--- config.mk ---
export PLATFORM = sky130hd
export DESIGN_NAME = alu8_arbiter
export DESIGN_NICKNAME = d
export VERILOG_FILES = /design/src/rtl/alu8_arb_pkg.sv /design/src/rtl/alu8_arbiter_rr_arb2.sv /design/src/rtl/alu8_arbiter.sv
export SDC_FILE = /design/constraint.sdc
export NUM_CORES = 1
export LEC_CHECK = 0
export BUFFER_PORTS_ARGS = -buffer_cell sky130_fd_sc_hd__buf_2
export CAP_MARGIN = 20
export CORE_MARGIN = 4
export CORE_UTILIZATION = 42
export DETAILED_ROUTE_END_ITERATION = 7
export PLACE_DENSITY = 0.89
export RECOVER_POWER = 100
export SLEW_MARGIN = 30
export SYNTH_ARGS = -nofsm -noshare
export SYNTH_HDL_FRONTEND = slang
export SYNTH_SLANG_ARGS = --single-unit
--- constraint.sdc ---
create_clock -name clk -period 1.62 [get_ports clk]
set_input_delay 0.162 -clock clk [delete_from_list [all_inputs] [get_ports clk]]
set_output_delay 0.162 -clock clk [all_outputs]
set_load 0.03 [all_outputs]
--- src/rtl/alu8_arb_pkg.sv ---
// Shared types and constants for the two-requester ALU arbiter.
// Holds the FSM state encoding, ALU opcode constants, flag bit positions
// and a helper that packs the ALU flags into the response flag vector.
package alu8_arb_pkg;

   localparam int unsigned ALU_DATA_W = 8;
   localparam int unsigned ALU_OP_W   = 4;
   localparam int unsigned FLAG_W     = 3;

   typedef enum logic [1:0] {
      IDLE = 2'd0,
      EXEC = 2'd1,
      RESP = 2'd2
   } arb_state_t;

   localparam logic [ALU_OP_W-1:0] OP_INV = 4'd0;
   localparam logic [ALU_OP_W-1:0] OP_AND = 4'd1;
   localparam logic [ALU_OP_W-1:0] OP_OR  = 4'd2;
   localparam logic [ALU_OP_W-1:0] OP_SRL = 4'd3;
   localparam logic [ALU_OP_W-1:0] OP_SLL = 4'd4;
   localparam logic [ALU_OP_W-1:0] OP_SRA = 4'd5;
   localparam logic [ALU_OP_W-1:0] OP_SLA = 4'd6;
   localparam logic [ALU_OP_W-1:0] OP_ADD = 4'd7;
   localparam logic [ALU_OP_W-1:0] OP_ROR = 4'd8;
   localparam logic [ALU_OP_W-1:0] OP_ROL = 4'd9;

   localparam int unsigned FLAG_OF   = 2;
   localparam int unsigned FLAG_ZERO = 1;
   localparam int unsigned FLAG_SLT  = 0;

   // Place each ALU flag at its documented bit position.
   function automatic logic [FLAG_W-1:0] pack_flags(input logic of_f,
                                                    input logic zero_f,
                                                    input logic slt_f);
      logic [FLAG_W-1:0] f;
      f            = '0;
      f[FLAG_OF]   = of_f;
      f[FLAG_ZERO] = zero_f;
      f[FLAG_SLT]  = slt_f;
      return f;
   endfunction

endpackage

--- src/rtl/alu8_arbiter_rr_arb2.sv ---
// Combinational two-way grant for the ALU arbiter.
// Build option: ALU8_ARB_FIXED_PRIO_EN selects fixed priority (requester 0
// wins ties); otherwise ties go to the requester that did not win last.
// Ports:
//   req_valid  in  2  pending requests
//   last_grant in  1  requester accepted most recently
//   grant_c    out 2  one-hot grant (00 when nothing is pending)
module rr_arb2 (
   input  logic [1:0] req_valid,
   input  logic       last_grant,
   output logic [1:0] grant_c
);

`ifdef ALU8_ARB_FIXED_PRIO_EN
   // Pointer is kept by the parent for debug only.
   logic unused_last_grant;
   assign unused_last_grant = last_grant;
`endif

   always_comb begin
      grant_c = 2'b00;
      case (req_valid)
         2'b01:   grant_c = 2'b01;
         2'b10:   grant_c = 2'b10;
         2'b11: begin
`ifdef ALU8_ARB_FIXED_PRIO_EN
            grant_c = 2'b01;
`else
            grant_c = last_grant ? 2'b01 : 2'b10;
`endif
         end
         default: grant_c = 2'b00;
      endcase
   end

endmodule

--- src/rtl/alu8_arbiter.sv ---
// Shares one external combinational 8-bit ALU between two requesters.
// One operation is in flight at a time: IDLE (arbitrate/accept) -> EXEC
// (ALU settles on registered operands) -> RESP (hold response until taken).
// Build option: ALU8_ARB_FIXED_PRIO_EN (fixed priority instead of round-robin,
// honoured inside rr_arb2).
// Ports:
//   clk, rst                        clock, synchronous active-high reset
//   req_valid/req_ready             per-requester handshake (ready only in IDLE)
//   req_op0/1, req_a0/1, req_b0/1   request payloads
//   alu_op, alu_a, alu_b            registered ALU inputs
//   alu_result, alu_of/zero/slt     ALU outputs
//   resp_valid/resp_ready           response handshake
//   resp_id, resp_result, resp_flags  captured response ({of, zero, slt})
//   busy                            high whenever not IDLE
module alu8_arbiter
   import alu8_arb_pkg::*;
#(
   parameter int unsigned DATA_W = ALU_DATA_W,
   parameter int unsigned OP_W   = ALU_OP_W
) (
   input  logic              clk,
   input  logic              rst,
   input  logic [1:0]        req_valid,
   output logic [1:0]        req_ready,
   input  logic [OP_W-1:0]   req_op0,
   input  logic [OP_W-1:0]   req_op1,
   input  logic [DATA_W-1:0] req_a0,
   input  logic [DATA_W-1:0] req_a1,
   input  logic [DATA_W-1:0] req_b0,
   input  logic [DATA_W-1:0] req_b1,
   output logic [OP_W-1:0]   alu_op,
   output logic [DATA_W-1:0] alu_a,
   output logic [DATA_W-1:0] alu_b,
   input  logic [DATA_W-1:0] alu_result,
   input  logic              alu_of,
   input  logic              alu_zero,
   input  logic              alu_slt,
   output logic              resp_valid,
   input  logic              resp_ready,
   output logic              resp_id,
   output logic [DATA_W-1:0] resp_result,
   output logic [FLAG_W-1:0] resp_flags,
   output logic              busy
);

   arb_state_t state;
   logic       last_grant;
   logic [1:0] grant_c;
   logic       winner_c;

   rr_arb2 u_rr_arb2 (
      .req_valid  (req_valid),
      .last_grant (last_grant),
      .grant_c    (grant_c)
   );

   assign winner_c = grant_c[1];

   // Ready is the live grant, only offered in IDLE and never while in reset.
   assign req_ready  = ((state == IDLE) && !rst) ? grant_c : 2'b00;
   assign resp_valid = (state == RESP);
   assign busy       = (state != IDLE);

   // Single-process FSM plus datapath registers.
   always_ff @(posedge clk) begin
      if (rst) begin
         state       <= IDLE;
         last_grant  <= 1'b1;
         alu_op      <= '0;
         alu_a       <= '0;
         alu_b       <= '0;
         resp_id     <= 1'b0;
         resp_result <= '0;
         resp_flags  <= '0;
      end else begin
         case (state)
            IDLE: begin
               if (grant_c != 2'b00) begin
                  alu_op     <= winner_c ? req_op1 : req_op0;
                  alu_a      <= winner_c ? req_a1  : req_a0;
                  alu_b      <= winner_c ? req_b1  : req_b0;
                  resp_id    <= winner_c;
                  last_grant <= winner_c;
                  state      <= EXEC;
               end
            end
            EXEC: begin
               // ALU has had a full cycle to settle on the registered operands.
               resp_result <= alu_result;
               resp_flags  <= pack_flags(alu_of, alu_zero, alu_slt);
               state       <= RESP;
            end
            RESP: begin
               if (resp_ready) begin
                  state <= IDLE;
               end
            end
            default: state <= IDLE;
         endcase
      end
   end

endmodule

# Word level (Yosys, flattened, before mapping)

Cells that the tools add are included.

Flip-flop bits (word level): 35
Input port bits: 56
Output and inout port bits: 36
Word-level logic and storage cells: 31

Eq/ne operators: 7
Mux-type cells: 9
Reductions and logical operators: 7

Operator list:

| cell                                                  | count |
|---|---|
| two-way mux 8 bit                                     | 2 |
| one-hot mux 2 bit (3 select lines)                    | 2 |
| two-way mux 2 bit                                     | 4 |
| == test 2 bit, second input constant                  | 3 |
| == test 2 x 1 -> 1 bit, second input constant         | 2 |
| two-way mux 4 bit                                     | 1 |
| inequality test 2 x 1 -> 1 bit, second input constant | 2 |
| AND reduction 2 bit                                   | 2 |
| nonzero test 2 bit                                    | 2 |
| logical NOT 2 bit                                     | 1 |
| logical AND 1 bit                                     | 1 |
| logical NOT 1 bit                                     | 1 |

# Depth between registers and ports, before layout

Depth in word-level cells: 5
Depth in mapped cells: 5
Depth with buffers taken out: 3

# Modules after synthesis

Synthesis repeated with hierarchy kept, for this count alone.

Cell total of the unflattened synthesis: 164
Area, all modules: 1,557.7 sq um

By module, submodules not included:

| module       | times used | cells each | area each (sq um) | seq. area each (sq um) |
|---|---|---|---|---|
| alu8_arbiter | 1          | 161        | 1,539.0           | 700.7 |
| rr_arb2      | 1          | 3          | 18.8              | 0.0 |

# Least setup slack after synthesis

No wires, ideal clock.

Path kind: register to output
Start point: register state[1]
End point: output port req_ready[0]
Data arrival time: 2,166 ps
Required time: 1,458 ps
Path slack: -708 ps
Cell stages (with the launch flop): 4
Cells stage by stage: dfxtp_1 > or2_1 > buf_6 > a2111oi_0

Longest elaborated chain between the ends: 3

RTL lines:

| what                     | RTL line           | RTL |
|---|---|---|
| start: declaration       | alu8_arbiter.sv:46 | `arb_state_t state;` |
| start signal: assignment | alu8_arbiter.sv:67 | `state <= IDLE;` |
| start signal: assignment | alu8_arbiter.sv:84 | `state <= EXEC;` |
| start signal: assignment | alu8_arbiter.sv:91 | `state <= RESP;` |
| logical NOT 2 bit        | alu8_arbiter.sv:60 | `assign req_ready = ((state == IDLE) && !rst) ? grant_c : 2'b00;` |
| logical AND 1 bit        | alu8_arbiter.sv:60 |  |
| two-way mux 2 bit        | alu8_arbiter.sv:60 |  |
| end: declaration         | alu8_arbiter.sv:24 | `output logic [1:0] req_ready,` |

No other way between the ends.

# Worst setup path in the final report

Start point: register last_grant
End point: output port req_ready[1]

Longest elaborated chain between the ends: 3

RTL lines:

| what                               | RTL line                   | RTL |
|---|---|---|
| start: declaration                 | alu8_arbiter.sv:47         | `logic last_grant;` |
| start signal: assignment           | alu8_arbiter.sv:83         | `last_grant <= winner_c;` |
| two-way mux 2 bit                  | alu8_arbiter_rr_arb2.sv:29 | `grant_c = last_grant ? 2'b01 : 2'b10;` |
| one-hot mux 2 bit (3 select lines) | alu8_arbiter_rr_arb2.sv:22 | `case (req_valid)` |
| two-way mux 2 bit                  | alu8_arbiter.sv:60         |  |

No other way between the ends.

==> results.py <==
metrics = {
    "power_and_ir_drop": {
        "peakVddDrop_uv": 673,
        "total_power_w": 0.00214,
        "leakage_nw": 0.872,
        "p_per_area_nw_per_um2": 1080,
    },
    "job": {
        "cap_viol_max_count": 0,
    },
    "setup_path": {
        "worstSetupPathType": "register to output pin",
        "cp_data_required_time_ns": 1.46,
        "crit_fanout": 21,
        "worst-r2r-cell-count": 4,
        "worst_ep_arrival_time_ns": 1.38,
        "end_kind": "output pin",
        "r2r-start": "state[1]",
        "reg2reg_slack_ns": 0.17,
        "cp-start-kind": "register",
        "reg2reg_to": "alu_op[3]",
    },
    "grt": {
        "grt_pass1_vias": 1520,
        "grt_max_degree": 22,
        "grt_usage_pct": 19.0,
        "grt.overflow.total": 0,
        "grt_first_pass_wirelength_um": 6440,
        "antenna_found_initial": 0,
    },
    "detailed_routing": {
        "drt-initial-drc-count": 70,
        "post_drt_via_cell_ratio": 5.14,
        "drtPass1Iterations": 4,
        "drc": 0,
        "wl_per_cell_um": 13.2,
        "vias": 1639,
        "ant_nets": 0,
        "drt-total-wl_um": 4230,
    },
    "cts": {
        "post_cts_buffers": 0,
        "cts_buffers": 5,
        "cts.htree.levels": 2,
        "ctsLongestPathBuffers": 2,
        "ctsRootBufferMaster": "clkbuf_4",
        "clk_latency_ns": 0.34,
        "clock-sinks": 35,
        "path_clk_slew_ns": 0.11,
        "tritoncts": "built",
    },
    "logic_synthesis": {
        "synth_area_per_cell_um2": 7.98,
        "ys.flop_type": "dfxtp_1",
        "synth.cell_area_um2": 1470,
        "synth.distinct_cells": 21,
        "yosys_warnings": 0,
        "netlist_instances": 184,
        "synth-seq-cells": 35,
        "synthArstFlopShare_pct": 0,
        "synth_edf_count": 0,
        "synth-seq-area-share_pct": 47.7,
        "synth_nets": 240,
    },
    "placement": {
        "io_buffers": 91,
        "dp_hpwl_um": 3200,
        "gp_routability_congestion": 0.783,
        "placed_area_um2": 1960,
    },
    "cells_and_area": {
        "mostFrequentLayoutCell": "nand2_1",
        "layout_common_cells": "nand2_1, buf_2, dfxtp_1, clkbuf_1, a32oi_1",
        "seq_area_um2": 701,
        "diodes": 0,
        "drive_gt1_share_pct": 28.2,
        "multi_input_area_um2": 696,
        "fillers": 358,
        "final_util_pct": 59.0,
        "areaGrowthSynthToFinish_pct": 35.2,
        "final_area_um2": 1990,
        "nNetsFinal": 329,
    },
    "min_path": {
        "holdPathStages": 3,
        "hold_class": "input port to register",
        "hold_start": "alu_zero",
        "min_to": "resp_flags[1]",
    },
    "floorplanning": {
        "die_x_um": 67.1,
        "ioPinCount": 92,
        "coreArea_um2": 3360,
        "chipHeight_um": 67.1,
        "start_util_pct": 43.7,
        "die_area_um2": 4510,
        "rows": 21,
    },
    "sta": {
        "clock_skew_ns": 0.00853,
        "worstMarginPinSlew_ns": 0.469,
        "layout_min_cycle_time_ns": 1.54,
        "finalCritPeriodShare_pct": 95.0,
        "slew_headroom_pct": 68.8,
        "rsz0062_at_grt": "no",
        "fin_setup_tns_ns": 0,
        "setup_viol": 0,
        "slew_violations": 0,
        "fmax_ghz": 0.650,
        "finalHoldViolations": 0,
        "whs_ns": 0.0436,
    },
    "status": {
        "status": "finished, final reports clean",
    },
}
[synthesized netlist by cell type, types with 2 or more instances]
cell type | n | share of area (%)
buf_6 | 3 | 2.3
clkbuf_1 | 10 | 2.6
a21oi_1 | 13 | 4.4
a32oi_2 | 3 | 3.3
nand2_1 | 82 | 21
a32oi_1 | 17 | 10
inv_1 | 4 | 1.0
nor2_1 | 2 | 0.51
buf_2 | 2 | 0.68
dfxtp_1 | 35 | 48
nand2b_1 | 3 | 1.3
[metal layers]
metal	global-route usage, %	part of all wire, %	vias to the layer above
met1	21.6	42	754
met4	8.35	2.5	0
met2	32.8	48	74
li1	-	-	800
met5	0	0	-
met3	5.49	8.3	11
[per-stage QoR]
stage | setup slack, ns | cells
after floorplan | 0.0908 | 184
after global placement | 0.245 | 312
after detailed placement | 0.170 | 312
after CTS | 0.0100 | 319
after global routing | 0.00688 | 319
final | 0.0807 | 319
[critical path: stages (launching register included)]
cell and delay [ns]:
dfxtp_1 0.35, a21bo_4 0.30, nor3_1 0.15, clkbuf_4 0.22
[sequential cells by signal, summed over array words and instances, names as in the netlist]
name,count
resp_result,8
resp_id,1
alu_a,8
resp_flags,3
state,2
last_grant,1
alu_op,4
alu_b,8
[how the worst max path moves through the flow]
stage	from	endpoint	slack, ns	cells past startpoint
3_5_place_dp	state[1]	alu_op[1]	0.17	3
4_1_cts	last_grant	req_ready[1]	0.01	3
3_3_place_gp	state[1]	alu_a[7]	0.25	3
5_1_grt	last_grant	req_ready[1]	0.007	3
6_report	last_grant	req_ready[1]	0.08	3
2_1_floorplan	state[1]	req_ready[1]	0.09	3
[power breakdown]
part | switching (W) | internal (W)
logic | 0.000444 | 0.000194
clock network | 0.000280 | 0.000201
registers | 0.0000572 | 0.000965
total | 0.000781 | 0.00136
[timing repair]
action,in CTS,in global routing
hold endpoints to repair,0,0
resized for setup,2,3
pin swaps,0,0
hold buffers,0,0
endpoints found under the setup margin,1,2
[logic make-up after synthesis]
logic type             Yosys count  synth area share (%)
buffers and inverters           19                  6.56
AOI/OAI and AO/OA               38                  20.5
DFF                             35                  47.7
and+or+nand+nor                 92                  25.2
[area by class of cell]
cell class	count	share of cell area, %
clock buffer	6	2.58
clock inverter	1	0.252
inverter	4	0.756
multi-input combinational	130	35.0
sequential	35	35.3
tap	46	2.90
timing repair buffer	97	23.2
Note: power is estimated with default switching activity, not from simulation.
